### src/rtl/fifo_umbral.sv
// Per-virtual-channel input FIFO with occupancy flags compared against the
// live low/high thresholds driven by the flow-control FSM.
module fifo_umbral #(
  parameter int DATA_WIDTH   = 6,
  parameter int ADDR_WIDTH   = 3,
  parameter int UMBRALES_L_H = 8
) (
  input  logic                    clk,
  input  logic                    reset,
  input  logic                    wr_enable,
  input  logic [DATA_WIDTH-1:0]   data_in,
  input  logic                    rd_enable,
  input  logic [UMBRALES_L_H-1:0] umbral_L,
  input  logic [UMBRALES_L_H-1:0] umbral_H,
  output logic [DATA_WIDTH-1:0]   data_out,
  output logic                    valid_out,
  output logic                    empty,
  output logic                    full,
  output logic                    almost_empty,
  output logic                    almost_full,
  output logic                    fifo_error,
  output logic [ADDR_WIDTH:0]     count
);

  localparam int DEPTH = 1 << ADDR_WIDTH;
  localparam logic [ADDR_WIDTH:0] DEPTH_C = {1'b1, {ADDR_WIDTH{1'b0}}};

  logic [DATA_WIDTH-1:0]   mem [DEPTH];
  logic [ADDR_WIDTH-1:0]   wr_ptr;
  logic [ADDR_WIDTH-1:0]   rd_ptr;
  logic                    wr_acc;
  logic                    rd_acc;
  logic                    err_now;
  logic [UMBRALES_L_H-1:0] count_ext;

  always_comb begin
    empty        = (count == '0);
    full         = (count == DEPTH_C);
    count_ext    = UMBRALES_L_H'(count);
    almost_empty = (count_ext <= umbral_L);
    almost_full  = (count_ext >= umbral_H);
    // A pop on a full FIFO frees the slot the concurrent push lands in.
    wr_acc       = wr_enable && (!full || rd_enable);
    rd_acc       = rd_enable && !empty;
    err_now      = (wr_enable && full && !rd_enable) || (rd_enable && empty);
  end

  // Storage is deliberately left out of reset.
  always_ff @(posedge clk) begin
    if (wr_acc) mem[wr_ptr] <= data_in;
  end

  always_ff @(posedge clk or negedge reset) begin
    if (!reset) begin
      wr_ptr     <= '0;
      rd_ptr     <= '0;
      count      <= '0;
      data_out   <= '0;
      valid_out  <= 1'b0;
      fifo_error <= 1'b0;
    end else begin
      if (wr_acc) wr_ptr <= wr_ptr + 1'b1;
      if (rd_acc) begin
        rd_ptr    <= rd_ptr + 1'b1;
        data_out  <= mem[rd_ptr];
        valid_out <= 1'b1;
      end else begin
        valid_out <= 1'b0;
      end
      case ({wr_acc, rd_acc})
        2'b10:   count <= count + 1'b1;
        2'b01:   count <= count - 1'b1;
        default: count <= count;
      endcase
      if (err_now) fifo_error <= 1'b1;
    end
  end

endmodule

### config.mk
export PLATFORM = sky130hd
export DESIGN_NAME = fifo_umbral
export DESIGN_NICKNAME = d
export VERILOG_FILES = /design/src/rtl/fifo_umbral.sv
export SDC_FILE = /design/constraint.sdc
export NUM_CORES = 1
export LEC_CHECK = 0
export BUFFER_PORTS_ARGS = -buffer_cell sky130_fd_sc_hd__buf_2
export CORE_ASPECT_RATIO = 2
export CORE_UTILIZATION = 25
export CTS_CLUSTER_DIAMETER = 120
export CTS_CLUSTER_SIZE = 40
export DETAILED_ROUTE_END_ITERATION = 8
export SLEW_MARGIN = 10
export SYNTH_ARGS = -nofsm -noshare
export SYNTH_HDL_FRONTEND = slang
export SYNTH_SLANG_ARGS = --single-unit
### constraint.sdc
create_clock -name clk -period 4.5 [get_ports clk]
set_clock_uncertainty 0.1 [all_clocks]
set_input_delay 0 -clock clk [delete_from_list [all_inputs] [get_ports clk]]
set_output_delay 0 -clock clk [all_outputs]
set_load 0.05 [all_outputs]
==> results of run 1 <==
worst min-delay path by stage:
stage / end / cells after the start / slack, ns / from
after floorplan: count[0]$_DFFE_PN0P_ / 0 / -0.40 / reset
after global placement: wr_ptr[2]$_DFFE_PN0P_ / 1 / -0.14 / reset
final: wr_ptr[0]$_DFFE_PN0P_ / 2 / 0.07 / reset
after CTS: data_out[4]$_DFFE_PN0P_ / 2 / 0.09 / reset
after global routing: valid_out$_DFF_PN0_ / 2 / 0.11 / reset
after detailed placement: data_out[4]$_DFFE_PN0P_ / 1 / -0.11 / reset
metal layers:
| layer | global-route usage | routed length [um] | vias up |
|---|---|---|---|
| met3 | 0.0216 | 171 | 19 |
| met5 | 0 | 0 | - |
| met2 | 0.225 | 3890 | 44 |
| li1 | - | - | 887 |
| met4 | 0.0840 | 300 | 0 |
| met1 | 0.0929 | 2050 | 884 |
critical path, delay by kind of cell (launching register included):
family | cells | cell delay (ns)
buf+inv | 1 | 0.12
fa+ha+maj | 2 | 0.47
xor+xnor | 3 | 0.50
compound gates | 2 | 0.53
flops | 1 | 0.50
simple gates | 2 | 0.53
area by class of cell:
type	instances	share of cell area
tap	145	0.0479
timing repair buffer	52	0.0819
clock inverter	1	0.00231
inverter	10	0.00991
multi-input combinational	123	0.260
sequential	66	0.499
clock buffer	15	0.0991
stage by stage:
stage	instance area (sq um)	utilization	setup slack, ns	power [mW]
floorplan	2980	-	1.78	1.66
global placement	3310	0.285	1.74	1.86
detailed placement	3310	0.285	1.63	1.89
CTS	3790	0.326	1.60	2.72
global route	3790	0.326	1.40	2.83
finish	3790	0.326	1.61	2.69
logic make-up after synthesis:
| group | count (synthesis) | synth area share |
|---|---|---|
| and+or+nand+nor | 42 | 0.0715 |
| AOI/OAI and AO/OA | 33 | 0.0845 |
| DFF | 66 | 0.636 |
| xor gates and xnor gates | 9 | 0.0265 |
| muxes | 26 | 0.0934 |
| adders and majority gates | 13 | 0.0547 |
| buffers and inverters | 14 | 0.0336 |
layout by cell type (no fill, tap or decap), types with 2 or more instances in the layout:
| cell | n |
|---|---|
| edfxtp_1 | 48 |
| buf_2 | 41 |
| dfrtp_1 | 18 |
| clkbuf_16 | 15 |
| nand2_1 | 14 |
| mux2_2 | 14 |
| ha_1 | 13 |
| mux2i_1 | 12 |
| inv_1 | 9 |
| dlygate4sd3_1 | 9 |
| nor2_1 | 7 |
| nor3_1 | 6 |
| o22ai_1 | 6 |
| a221o_1 | 6 |
| xor2_1 | 5 |
| nor2b_1 | 4 |
| a21oi_1 | 4 |
| xnor2_1 | 4 |
| nand2b_1 | 3 |
| nor4_1 | 3 |
| o21ai_2 | 3 |
| o21ai_1 | 3 |
| o21a_1 | 2 |
| o21ai_0 | 2 |
| buf_4 | 2 |
power breakdown:
group | switching [mW] | internal, mW
combinational | 0.593 | 0.341
clock | 0.251 | 0.575
sequential | 0.130 | 0.803
total | 0.975 | 1.72
state kept, by name, summed over array words and instances (netlist names):
| signal | flops |
|---|---|
| mem | 48 |
| data_out | 6 |
| count | 4 |
| rd_ptr | 3 |
| wr_ptr | 3 |
| fifo_error | 1 |
| valid_out | 1 |
repair_timing:
action | 4_1_cts | 5_1_grt
hold endpoints to repair | 70 | 0
hold buffers | 9 | 0
buffers inserted | 0 | 0
setup endpoints to repair | 0 | 0
==> run metrics, run 1 <==
PortBufs 41; layout net count 301; initial antenna violation count 0; CP most frequent cell xor2_1; Inst Count DP 387; Post-synth EDFFs 48; Rows 56; Antenna diodes 0; Final setup viols 0; Fillers 1,198; Worst Path Arrival 3.00 ns; Rel. slew slack 0.324; WL/cell 15.6 um; area taken by flip-flops and latches 1890 sq um; r2r setup slk 1.61 ns; CP max FO 15; Pleak 1.51 nW; area leader, netlist edfxtp_1; RSZ-0062 raised after global routing no; Critical Path, Cell by Cell or3_4 > o21ai_4 > inv_2 > ha_1 > xor2_1 > ha_1 > a21oi_1 > xor2_1 > nor2_1 > xor2_1; Fin Hold WS 0.0713 ns; CP endpoint kind flop; Final period util 0.643; residual DRC count 0; CTS Buf Count 9; number of global-route vias before repair 1,937; synth top area cells edfxtp_1, dfrtp_1, ha_1; Boundary Pins 42; synthesis-to-finish area growth 27.3%; PwrDens 711 nW/um^2; drt pass-1 iters 4; FF-to-FF path depth 10; CP max-delay cell dfrtp_1; GRT Overall Usage 0.113; vias per inst 4.45; CTS HTree Levels 3; clock latency on the worst-skew pair 0.33 ns; most common cell in the netlist edfxtp_1; layout cell share with drive strength beyond 1 0.300; FF-to-FF Start count[1]$_DFFE_PN0P_; CTS resizes 0; CTS tree built; Die ar. 12,400 sq um; drt total wl 6410 um; Mean Syn Cell Area 14.7 sq um; core area 11,600 sq um; Clock Tree Root clkbuf_16; Yosys top cell area share 0.484; Post-Syn Area 2980 sq um; Clock Pin Slew Worst Setup and Hold Paths 0.06 ns; maximum VDD drop 0.324 mV; final global-route overflow total 0; min cycle time layout 2.89 ns; Startpoint Class flop; Ys Warns 0; Mapped Cells 203; first-pass GRT wire length 9800 um; status completed; critical path type flop to flop; Seq/Total Area, Yosys 0.636; Die Y 156 um; pin count of the biggest net entering global routing 25; max incr delay on CP 0.50 ns; Multi-input gate area 983 sq um; Fmax 346 MHz; max cap viols 0; Clock Sink Count 66; share of flip-flops with an asynchronous set or reset 0.273; Vias 1,834; top cells by count, synth edfxtp_1, dfrtp_1, mux2_2, nand2_1, ha_1; Hold Crit Class input pin to async pin; Setup TNS 0 ns; Fin. Hold Viols 0; Max Root-Sink Buffers 2; Top FF cell, synth edfxtp_1; Non-Filler Instances 412; FF-to-FF End count[2]$_DFFE_PN0P_; Setup crit end count[2]$_DFFE_PN0P_; gpl congestion 0.745; flops & latches, synth 66; Synthesized Nets 242; CP Launch Point count[1]$_DFFE_PN0P_; post-synthesis cell type count 36; die width 79.1 um; Final ANT Viol Nets 0; drt initial violations 86; count of pins over their slew limit 0; initial core utilization 0.256; worst-margin pin slew 1.01 ns; DP HPWL 4760 um; Required @ worst endpoint 4.60 ns
Note: power is estimated with default switching activity, not from simulation.
==> inputs of run 2 (changes only) <==
==> constraint.sdc (replaced) <==
create_clock -name clk -period 2.4 [get_ports clk]
set_clock_uncertainty 0.1 [all_clocks]
set_input_delay 0 -clock clk [delete_from_list [all_inputs] [get_ports clk]]
set_output_delay 0 -clock clk [all_outputs]
set_load 0.05 [all_outputs]
==> run metrics, run 2 (synthesis results as in run 1) <==
status completed (unchanged); clock latency on the worst-skew pair 0.33 ns (about the same); Rel. slew slack 0.225 (was 0.324); drt initial violations 130 (was 86); synthesis-to-finish area growth 27.5% (was 27.3%); Die ar. 12,400 sq um (unchanged); GRT Overall Usage 0.111 (was 0.113); number of global-route vias before repair 1,900 (was 1,937); most frequent cells in the layout edfxtp_1, buf_2, nand2_1, mux2_2, dfrtp_1 (was edfxtp_1, buf_2, dfrtp_1); Rows 56 (unchanged); largest registers mem x48, data_out x6, count x4 (unchanged); FF-to-FF path depth 8 (was 10); Vias 1,860 (was 1,834); Required @ worst endpoint 2.50 ns (was 4.60 ns); initial antenna violation count 0 (unchanged); CP endpoint kind flop (unchanged); CTS Buf Count 9 (unchanged); PwrDens 1250 nW/um^2 (was 711 nW/um^2); layout cell share with drive strength beyond 1 0.353 (was 0.300); Clock Sink Count 66 (unchanged); Core Util, Final 0.326 (about the same); CTS HTree Levels 3 (unchanged); Final ANT Viol Nets 0 (unchanged); drt total wl 6200 um (was 6410 um); Pleak 1.50 nW (was 1.51 nW); most flop-heavy register mem (unchanged); first-pass GRT wire length 9870 um (was 9800 um); Hold Crit Class input pin to async pin (unchanged); r2r setup slk 0.04 ns (was 1.61 ns); maximum VDD drop 0.633 mV (was 0.324 mV); Startpoint Class flop (unchanged); core area 11,600 sq um (unchanged); PortBufs 41 (unchanged); layout net count 312 (was 301); pin count of the biggest net entering global routing 20 (was 25); max cap viols 0 (unchanged); Clock Tree Root clkbuf_16 (unchanged); vias per inst 4.40 (was 4.45); worst-margin pin slew 1.15 ns (was 1.01 ns); CTS tree built (unchanged); overall power 4.73 mW (was 2.69 mW); Fmax 423 MHz (was 346 MHz); post-CTS setup buffer count 0 (unchanged); count of pins over their slew limit 0 (unchanged); Die Y 156 um (unchanged); die width 79.1 um (unchanged); Boundary Pins 42 (unchanged); min cycle time layout 2.36 ns (was 2.89 ns); final global-route overflow total 0 (unchanged); commonest non-fill, non-tap cell in the layout edfxtp_1 (unchanged); RSZ-0062 raised after global routing yes (was no); Clock Pin Slew Worst Setup and Hold Paths 0.05 ns (was 0.06 ns); Fin Hold WS 0.0548 ns (was 0.0713 ns); Max Root-Sink Buffers 2 (unchanged); Final period util 0.985 (was 0.643); initial core utilization 0.256 (unchanged); Worst Path Arrival 2.46 ns (was 3.00 ns); DP HPWL 4680 um (was 4760 um); drt pass-1 iters 4 (unchanged); Antenna diodes 0 (unchanged); WL/cell 14.7 um (was 15.6 um); max reg flops 48 (unchanged); residual DRC count 0 (unchanged); Fin. Hold Viols 0 (unchanged); CP max FO 6 (was 15); critical path type flop to flop (unchanged); gpl congestion 0.760 (was 0.745); Final setup viols 0 (unchanged)
==> run 2: cell types whose count changed in the layout (fill, tap and decap cells not counted), moves of 3 or more <==
cell and change:
clkinv_2 +4, buf_4 +10, dfrtp_1 -4, clkbuf_1 +3, clkbuf_16 -6, dfrtp_2 +3, ha_1 -3
==> run 2: worst paths after layout <==
check,from,endpoint
setup / recovery,count[1]$_DFFE_PN0P_,count[3]$_DFFE_PN0P_
hold / removal,reset,valid_out$_DFF_PN0_
setup reg to reg,count[1]$_DFFE_PN0P_,count[3]$_DFFE_PN0P_
hold reg to reg,data_out[3]$_DFFE_PN0P_,data_out[3]$_DFFE_PN0P_
max in group asynchronous,reset,count[1]$_DFFE_PN0P_
min in group clk,umbral_H[4],almost_full
==> run 2: area by class of cell <==
class / count / area (sq um)
clock inverters: 4 / 20.0
repair buffers: 63 / 395
clock buffers: 12 / 236
well taps: 145 / 181
fillers: 1196 / 7840
flip-flops and latches: 66 / 1900
inverters: 10 / 37.5
multi-input cells: 123 / 1020
==> run 2: worst max-delay path: stages (launching register included) <==
cell	delay [ns]
dfrtp_4	0.51
or3_4	0.41
o21ai_4	0.16
inv_2	0.09
ha_2	0.41
nor3_1	0.06
a41oi_1	0.24
o41ai_2	0.12
xor2_1	0.15
==> run 2: timing repair <==
action,4_1_cts,5_1_grt
endpoints found under the hold margin,69,0
hold buffers,10,0
gates resized for setup,0,4
setup endpoints to repair,0,14
==> run 2: where the power goes <==
group	switching [mW]	total, mW	internal, mW	leakage, nW
clock network	0.438	1.13	0.690	0.130
logic	1.18	1.91	0.733	0.727
registers	0.172	1.69	1.52	0.643
==> run 2: metal layers <==
layer	wire [um]	global-route usage	up-vias
met4	144	0.0623	0
li1	-	-	908
met2	3720	0.211	29
met3	163	0.0233	11
met1	2170	0.106	912
met5	0	0	-
==> run 2: stage by stage <==
stage	area, sq um	TNS, ns	worst slack, ns	instances
global placement	3420	0	0.0592	397
CTS	3770	0	0.0340	423
finish	3790	0	0.0370	423
floorplan	3000	-0.100	-0.0722	203
global route	3790	-0.326	-0.0672	423
detailed placement	3420	0	0.0397	397
